$ cat config.mk
export PLATFORM = sky130hd
export DESIGN_NAME = alu_request_scheduler
export DESIGN_NICKNAME = d
export VERILOG_FILES = /design/src/rtl/alu_request_scheduler.sv
export SDC_FILE = /design/constraint.sdc
export NUM_CORES = 1
export LEC_CHECK = 0
export ABC_CLOCK_PERIOD_IN_PS = 3200
export BUFFER_PORTS_ARGS = -buffer_cell sky130_fd_sc_hd__buf_4
export CORE_AREA = 2 2 160 240
export CTS_BUF_LIST = sky130_fd_sc_hd__clkbuf_2
export CTS_CLUSTER_DIAMETER = 60
export DETAILED_ROUTE_END_ITERATION = 7
export DIE_AREA = 0 0 162 242
export HOLD_SLACK_MARGIN = 0.02
export PLACE_DENSITY_LB_ADDON = 0.08
export SLEW_MARGIN = 20
export SYNTH_ARGS = -nofsm -noshare
export SYNTH_HDL_FRONTEND = slang
export SYNTH_SLANG_ARGS = --single-unit
$ cat constraint.sdc
create_clock -name c_clk -period 3.2 [get_ports c_clk]
set_input_delay 0.64 -clock c_clk [delete_from_list [all_inputs] [get_ports c_clk]]
set_output_delay 0.64 -clock c_clk [all_outputs]
set_load 0.01 [all_outputs]
$ cat src/rtl/alu_request_scheduler.sv
// Round-robin scheduler feeding four requester ports into one shared ALU.
// Tracks busy/pending per port and delays result ownership by ALU_LATENCY.
module alu_request_scheduler #(
    parameter int ALU_LATENCY = 2
) (
    input  logic        c_clk,
    input  logic        reset,
    input  logic [0:3]  req1_cmd_in,
    input  logic [0:3]  req2_cmd_in,
    input  logic [0:3]  req3_cmd_in,
    input  logic [0:3]  req4_cmd_in,
    input  logic [0:31] req1_data_in,
    input  logic [0:31] req2_data_in,
    input  logic [0:31] req3_data_in,
    input  logic [0:31] req4_data_in,
    output logic        req1_busy,
    output logic        req2_busy,
    output logic        req3_busy,
    output logic        req4_busy,
    output logic [0:3]  prio_alu_in_cmd,
    output logic [0:31] prio_alu_in_op1,
    output logic [0:31] prio_alu_in_op2,
    output logic [0:1]  prio_alu_in_req_id,
    output logic        prio_alu_in_vld,
    output logic [0:1]  prio_alu_out_req_id,
    output logic        prio_alu_out_vld,
    output logic        local_error_found
);

    logic [3:0]  cmd_in  [4];
    logic [31:0] data_in [4];

    assign cmd_in[0]  = req1_cmd_in;
    assign cmd_in[1]  = req2_cmd_in;
    assign cmd_in[2]  = req3_cmd_in;
    assign cmd_in[3]  = req4_cmd_in;
    assign data_in[0] = req1_data_in;
    assign data_in[1] = req2_data_in;
    assign data_in[2] = req3_data_in;
    assign data_in[3] = req4_data_in;

    // Per-port state: busy spans capture to result; wait_op2 is the
    // operand2 cycle; pending means both operands held, not yet granted.
    logic [3:0]  busy;
    logic [3:0]  wait_op2;
    logic [3:0]  pending;
    logic [3:0]  accept;
    logic [3:0]  release_q;
    logic [3:0]  cmd_q [4];
    logic [31:0] op1_q [4];
    logic [31:0] op2_q [4];

    // Round-robin pointer names the highest-priority port.
    logic [1:0]  ptr;
    logic        grant_vld;
    logic [1:0]  grant_id;
    logic [1:0]  idx;

    logic        iss_vld;
    logic        iss_inv;
    logic [1:0]  iss_id;
    logic [3:0]  iss_cmd;
    logic [31:0] iss_op1;
    logic [31:0] iss_op2;

    logic        dl_vld [ALU_LATENCY];
    logic        dl_inv [ALU_LATENCY];
    logic [1:0]  dl_id  [ALU_LATENCY];

    logic        res_vld;
    logic        res_inv;
    logic [1:0]  res_id;

    assign res_vld = dl_vld[ALU_LATENCY-1];
    assign res_inv = dl_inv[ALU_LATENCY-1];
    assign res_id  = dl_id[ALU_LATENCY-1];

    function automatic logic cmd_valid(input logic [3:0] c);
        return (c == 4'd1) || (c == 4'd2) || (c == 4'd5) || (c == 4'd6);
    endfunction

    // Capture and release qualifiers per port.
    always_comb begin
        accept    = '0;
        release_q = '0;
        for (int i = 0; i < 4; i++) begin
            accept[i]    = (cmd_in[i] != 4'd0) && !busy[i];
            release_q[i] = res_vld && (res_id == 2'(i));
        end
    end

    // Round-robin pick; a port in its operand2 cycle already competes
    // so its issue lands two cycles after the command.
    always_comb begin
        grant_vld = 1'b0;
        grant_id  = 2'd0;
        idx       = 2'd0;
        for (int k = 0; k < 4; k++) begin
            idx = ptr + 2'(k);
            if (!grant_vld && (pending[idx] || wait_op2[idx])) begin
                grant_vld = 1'b1;
                grant_id  = idx;
            end
        end
    end

    // Per-port capture, busy and pending tracking.
    always_ff @(posedge c_clk) begin
        if (reset) begin
            busy     <= '0;
            wait_op2 <= '0;
            pending  <= '0;
            for (int i = 0; i < 4; i++) begin
                cmd_q[i] <= '0;
                op1_q[i] <= '0;
                op2_q[i] <= '0;
            end
        end else begin
            for (int i = 0; i < 4; i++) begin
                if (accept[i]) begin
                    busy[i]     <= 1'b1;
                    wait_op2[i] <= 1'b1;
                    cmd_q[i]    <= cmd_in[i];
                    op1_q[i]    <= data_in[i];
                end else if (release_q[i]) begin
                    busy[i] <= 1'b0;
                end
                if (wait_op2[i]) begin
                    wait_op2[i] <= 1'b0;
                    op2_q[i]    <= data_in[i];
                    pending[i]  <= !(grant_vld && grant_id == 2'(i));
                end else if (grant_vld && grant_id == 2'(i)) begin
                    pending[i] <= 1'b0;
                end
            end
        end
    end

    // Issue register toward the ALU; pointer moves only on a grant.
    always_ff @(posedge c_clk) begin
        if (reset) begin
            iss_vld <= 1'b0;
            iss_inv <= 1'b0;
            iss_id  <= '0;
            iss_cmd <= '0;
            iss_op1 <= '0;
            iss_op2 <= '0;
            ptr     <= '0;
        end else begin
            iss_vld <= grant_vld;
            if (grant_vld) begin
                iss_inv <= !cmd_valid(cmd_q[grant_id]);
                iss_id  <= grant_id;
                iss_cmd <= cmd_q[grant_id];
                iss_op1 <= op1_q[grant_id];
                iss_op2 <= wait_op2[grant_id] ? data_in[grant_id]
                                              : op2_q[grant_id];
                ptr     <= grant_id + 2'd1;
            end else begin
                iss_inv <= 1'b0;
                iss_id  <= '0;
                iss_cmd <= '0;
                iss_op1 <= '0;
                iss_op2 <= '0;
            end
        end
    end

    // Delay line matching the ALU pipeline depth.
    always_ff @(posedge c_clk) begin
        if (reset) begin
            for (int k = 0; k < ALU_LATENCY; k++) begin
                dl_vld[k] <= 1'b0;
                dl_inv[k] <= 1'b0;
                dl_id[k]  <= '0;
            end
        end else begin
            dl_vld[0] <= iss_vld;
            dl_inv[0] <= iss_vld && iss_inv;
            dl_id[0]  <= iss_id;
            for (int k = 1; k < ALU_LATENCY; k++) begin
                dl_vld[k] <= dl_vld[k-1];
                dl_inv[k] <= dl_inv[k-1];
                dl_id[k]  <= dl_id[k-1];
            end
        end
    end

    // Outputs forced low while reset is held.
    assign req1_busy           = !reset && busy[0];
    assign req2_busy           = !reset && busy[1];
    assign req3_busy           = !reset && busy[2];
    assign req4_busy           = !reset && busy[3];
    assign prio_alu_in_vld     = !reset && iss_vld;
    assign prio_alu_in_cmd     = reset ? 4'd0 : iss_cmd;
    assign prio_alu_in_op1     = reset ? 32'd0 : iss_op1;
    assign prio_alu_in_op2     = reset ? 32'd0 : iss_op2;
    assign prio_alu_in_req_id  = reset ? 2'd0 : iss_id;
    assign prio_alu_out_vld    = !reset && res_vld;
    assign prio_alu_out_req_id = (reset || !res_vld) ? 2'd0 : res_id;
    assign local_error_found   = !reset && res_vld && res_inv;

endmodule

Word-level counts from Yosys, hierarchy flattened
Memory sizes are Yosys's and may differ from the RTL's. A register that Yosys moved wholly into a read port is not among the register bits.
Index checks and enable logic that the tools add are counted.
{ "word_totals": {"ff_bits": 54, "ram_bits": 280, "inputBits": 146, "elab_cells": 224, "n_memories": 6} }
{ "classes": {"add_sub_neg": 4, "n_lt_le_gt_ge": 6, "n_eq_ne": 10, "muxes": 96, "n_bitwise": 20, "reduce_logical": 64} }
{ "memory_table": {"columns": ["memory", "words", "word_bits", "read_ports", "rd_clocked_by_memory_dff", "wr", "line_no", "source"], "rows": [
  ["op1_q", 4, 32, 1, 1, 4, "50", "logic [31:0] op1_q [4];"],
  ["op2_q", 4, 32, 1, 0, 4, "51", "logic [31:0] op2_q [4];"],
  ["cmd_q", 4, 4, 1, 0, 4, "49", "logic [3:0] cmd_q [4];"],
  ["dl_id", 2, 2, 2, 0, 2, "68", "logic [1:0] dl_id [ALU_LATENCY];"],
  ["dl_inv", 2, 1, 2, 0, 2, "67", "logic dl_inv [ALU_LATENCY];"],
  ["dl_vld", 2, 1, 2, 0, 2, "66", "logic dl_vld [ALU_LATENCY];"]
]} }
{ "ops": {"columns": ["op", "count"], "rows": [
  ["$mux 32", 13],
  ["$bmux 32 s2", 1],
  ["$mux 1", 60],
  ["$logic_and 1x1->1", 23],
  ["$mux 4", 5],
  ["$bmux 1 s2", 9],
  ["$or 1x1->1", 18],
  ["$mux 2", 8],
  ["$reduce_bool 2->1", 8],
  ["$reduce_bool 4->1", 4],
  ["$lt 2x3->1 const B", 5],
  ["$logic_not 1->1", 14],
  ["$reduce_or 2->1", 5],
  ["$eq 2x2->1 const B", 4],
  ["$eq 4x3->1 const B", 2],
  ["$logic_or 1x1->1", 8],
  ["$add 2x1->2 const B", 2],
  ["$add 2x2->2 const B", 2],
  ["$eq 2x1->1 const B", 2],
  ["$eq 4x1->1 const B", 1],
  ["$eq 4x2->1 const B", 1],
  ["$logic_not 2->1", 2],
  ["$ge 3x3->1 const B", 1],
  ["$not 2->3", 1],
  ["$not 1->1", 1]
]} }

Longest topological paths before layout
An unclocked memory read counts as a cell.
{ "logic_depth": {"word_depth": 19, "mapped_depth": 11} }

Least setup slack after synthesis
OpenSTA, ideal clock, no wires.
{ "synth_path": {"path_kind": "input-to-reg", "from": "input port req1_cmd_in[2] (netlist bit)", "to": "memory cmd_q[0][0] (enable)", "t_arrival_ns": 2.406, "path_slack_ns": 0.358, "stages": 2, "path_buffers": 0, "cell_sequence": "nor4_1 o21bai_1"} }
{ "synth_lines": {"columns": ["item", "line_no", "source"], "rows": [
  ["start: declaration", "8", "input logic [0:3] req1_cmd_in,"],
  ["end: declaration", "49", null]
]} }

Worst setup path in the final report
{ "layout_path": {"from": "register wait_op2[1]", "to": "register iss_op2[15]"} }
{ "layout_via": {"elab_chain_cells": 18, "elab_cells_between_ends": 36} }
{ "layout_lines": {"columns": ["item", "line_no", "source"], "rows": [
  ["start: declaration", "45", "logic [3:0] wait_op2;"],
  ["start signal: assignment", "111", "wait_op2 <= '0;"],
  ["start signal: indexed assignment", "122", "wait_op2[i] <= 1'b1;"],
  ["start signal: indexed assignment", "129", "wait_op2[i] <= 1'b0;"],
  ["$bmux 1 s2", "100", "if (!grant_vld && (pending[idx] || wait_op2[idx])) begin"],
  ["$mux 1 (implied by the code)", "100", null],
  ["$logic_or 1x1->1", "100", null],
  ["$mux 1", "100", null],
  ["$logic_not 1->1", "100", null],
  ["$logic_and 1x1->1", "100", null],
  ["$mux 1", "100", null],
  ["$logic_not 1->1", "100", null],
  ["$logic_and 1x1->1", "100", null],
  ["$mux 1", "100", null],
  ["$logic_not 1->1", "100", null],
  ["$logic_and 1x1->1", "100", null],
  ["$mux 2", "100", null],
  ["$not 2->3 (implied by the code)", "156", "iss_op2 <= wait_op2[grant_id] ? data_in[grant_id]"],
  ["$bmux 32 s2", "156", null],
  ["$mux 32 (implied by the code) (2 in a row)", "156", null],
  ["$mux 32", "156", null],
  ["end signal: assignment", "156", null],
  ["end: declaration", "64", "logic [31:0] iss_op2;"]
]} }
Parallel ways exist; a longest one is shown, timed or not. The select of a mux whose other input is x is not followed.
A chain may end at the register's enable or synchronous reset.

==> flow_metrics.py <==
metrics = {
    "worst_setup_path": {
        "cp.arrival_ps": 3580,
        "r2r-start": "wait_op2[1]",
        "regToRegSetupSlack_ps": 480,
        "r2r-end": "iss_op2[15]",
        "reg2reg_depth": 8,
        "cp.required_ps": 4060,
        "startpoint_type": "flop",
        "critical_path_class": "flop to flop",
        "crit_path_end_kind": "flop",
        "startpoint": "wait_op2[1]",
        "critPathMaxFanout": 34,
    },
    "global_routing": {
        "grt-ovfl-total": 0,
        "grt_pass1_wl_um": 78000,
        "track_usage_pct": 26.4,
        "grt_max_degree": 106,
        "grt_pass1_vias": 13600,
        "antenna_found_initial": 6,
    },
    "routing": {
        "post_drt_wl_per_cell_um": 20.7,
        "drc": 0,
        "drt_iter0_markers": 994,
        "drt-total-wl_um": 52300,
        "ant_nets": 0,
        "via_per_inst": 5.35,
        "vias": 13500,
        "drt_first_pass_iters": 5,
    },
    "floorplan": {
        "die_w_um": 162,
        "initial_core_util_pct": 44.2,
        "core_area_mm2": 0.0372,
        "rows": 87,
        "dieArea_mm2": 0.0392,
        "die_h_um": 242,
        "ioPinCount": 225,
    },
    "sta": {
        "maxSlewViolCount": 0,
        "rsz0062_at_grt": "false",
        "final_hold_viol_count": 0,
        "skew_ps": 89.1,
        "setup_violations": 0,
        "max_slew.worst_pin.slew_ps": 1020,
        "tns_ps": 0,
        "max-slew-margin-rel_pct": 32.1,
        "finalCritPeriodShare_pct": 85.1,
        "post-route-min-period_ps": 2720,
        "max_freq_mhz": 367,
    },
    "synthesis": {
        "synth_area_mm2": 0.0165,
        "ys_ff_latch": 366,
        "synth_warnings": 0,
        "seq_area_frac_synth_pct": 61.1,
        "synth_cells": 1564,
        "syn-mean-instance-area_um2": 10.5,
        "synthesis.nets": 1714,
        "ys_types": 41,
    },
    "cells_and_area": {
        "fillers": 3267,
        "final_common_cell": "nand2_1",
        "final_nets": 2104,
        "layout_common_cells": "nand2_1, and2_1, edfxtp_1",
        "fin_util_pct": 57.0,
        "areaGrowthSynthToFinish_pct": 28.9,
        "drive_above_1_share_pct": 22.3,
    },
    "worst_hold_path": {
        "min_delay_path_depth": 2,
        "hold_class": "input pin to flop",
        "min_to": "ptr[1]",
        "hp-start": "reset",
    },
    "clock_network": {
        "insertion_delay_ps": 1020,
        "clockBufferDepth": 3,
        "cts_htree_levels": 3,
        "root_buffer": "clkbuf_2",
        "cts_made_buffers": 88,
        "cts.sinks": 366,
        "clk_pin_slew_ps": 120,
        "cts_tree": "done",
    },
    "power": {
        "powerDensity_mw_per_mm2": 713,
        "vdd_drop_max_mv": 0.518,
        "leakage_nw": 8.63,
    },
    "placement": {
        "hpwl_um": 30900,
        "port_buffers": 224,
        "gp_congestion": 0.820,
    },
    "run": {
        "maxCapViolCount": 0,
    },
    "outcome": {
        "status": "completed",
    },
}
per-layer routing:
layer  vias to the layer above  share of wire, %  global-route usage [%]  routed length (um)
met5                         -                 0                       0                   0
met4                         0               4.0                    13.1                2090
met3                       136               5.8                    4.59                3050
met2                       547                51                    45.7               26700
met1                      6578                39                    31.4               20500
li1                       6243                 -                       -                   -
per-stage QoR:
stage          total power [mW]  worst slack, ps  hold WS [ps]  std cells  area [um^2]
2_1_floorplan              9.85              358           406       1564        16500
6_report                   15.1              478           169       2523        21200
3_5_place_dp               11.9              501           415       2208        18900
3_3_place_gp               11.9              531           408       2208        18900
5_1_grt                    16.0              360           114       2522        21200
4_1_cts                    15.2              474          52.0       2516        21200
how the worst max path moves through the flow:
stage / endpoint / cells after the start
floorplan: cmd_q[0][0] / 2
detailed placement: iss_op2[15] / 8
global route: iss_op2[15] / 8
finish: iss_op2[15] / 8
CTS: iss_op2[15] / 8
global placement: iss_op2[15] / 8
layout make-up:
cell class	count	area (um^2)	area share, %
diodes	6	15.0	0.0707
clock inverters	20	105	0.495
inverters	4	22.5	0.106
multi-input cells	1075	6000	28.3
flip-flops and latches	366	10000	47.4
clock buffers	144	721	3.40
repair buffers	419	3700	17.4
well taps	489	612	2.88
cells by family after synthesis:
kind of cell	share of synthesized area [%]
simple gates	24.3
xor+xnor	0.213
buf+inv	3.24
fa+ha+maj	0.304
flops	61.1
compound gates	10.6
mux	0.289
what timing repair did:
item	4_1_cts	5_1_grt
setup buffers	0	0
hold endpoints to repair	303	0
gates resized for setup	0	0
hold buffers	144	0
registers in the layout (all words and copies together), names as in the netlist:
name	flops
iss_op1	32
op1_q	128
cmd_q	16
wait_op2	4
busy	4
iss_id	2
dl_id	4
op2_q	128
iss_inv	1
ptr	2
iss_op2	32
iss_cmd	4
dl_inv	2
dl_vld	2
iss_vld	1
pending	4
critical path, cell delays in order, from the launching register on:
cell     delay, ps
dfxtp_1        420
nor4_1         370
nor4_1         130
a31o_4         250
inv_4          370
mux2i_4        310
buf_4          400
o21ai_0        150
a21oi_1        210
synth_stat cells, drive strengths merged:
library cell | number | area [um^2]
o21ai | 36 | 180
a2111oi | 1 | 15.0
xor2 | 2 | 17.5
o22a | 1 | 8.76
o21ba | 1 | 10.0
a221o | 32 | 320
or3b | 1 | 8.76
dfxtp | 94 | 1880
a311oi | 35 | 307
ha | 4 | 50.1
or2 | 5 | 31.3
and3 | 35 | 219
a21oi | 164 | 821
mux2i | 2 | 32.5
o211ai | 1 | 7.51
nand2b | 3 | 18.8
nor2 | 12 | 47.6
xnor2 | 2 | 17.5
edfxtp | 272 | 8170
mux2 | 1 | 15.0
a21o | 2 | 15.0
nor3 | 11 | 55.1
o21bai | 5 | 37.5
buf | 38 | 214
inv | 4 | 15.0
nor2b | 86 | 538
and2 | 276 | 1730
a31o | 1 | 8.76
nand2 | 341 | 1280
a31oi | 1 | 6.26
nand3 | 4 | 20.0
nor4 | 10 | 62.6
clkbuf | 81 | 304
report_power, final:
group | internal (mW) | switching [mW]
logic | 2.13 | 3.56
registers | 6.01 | 0.284
clock network | 1.26 | 1.90
total | 9.39 | 5.74
(Power assumes the default switching activity.)
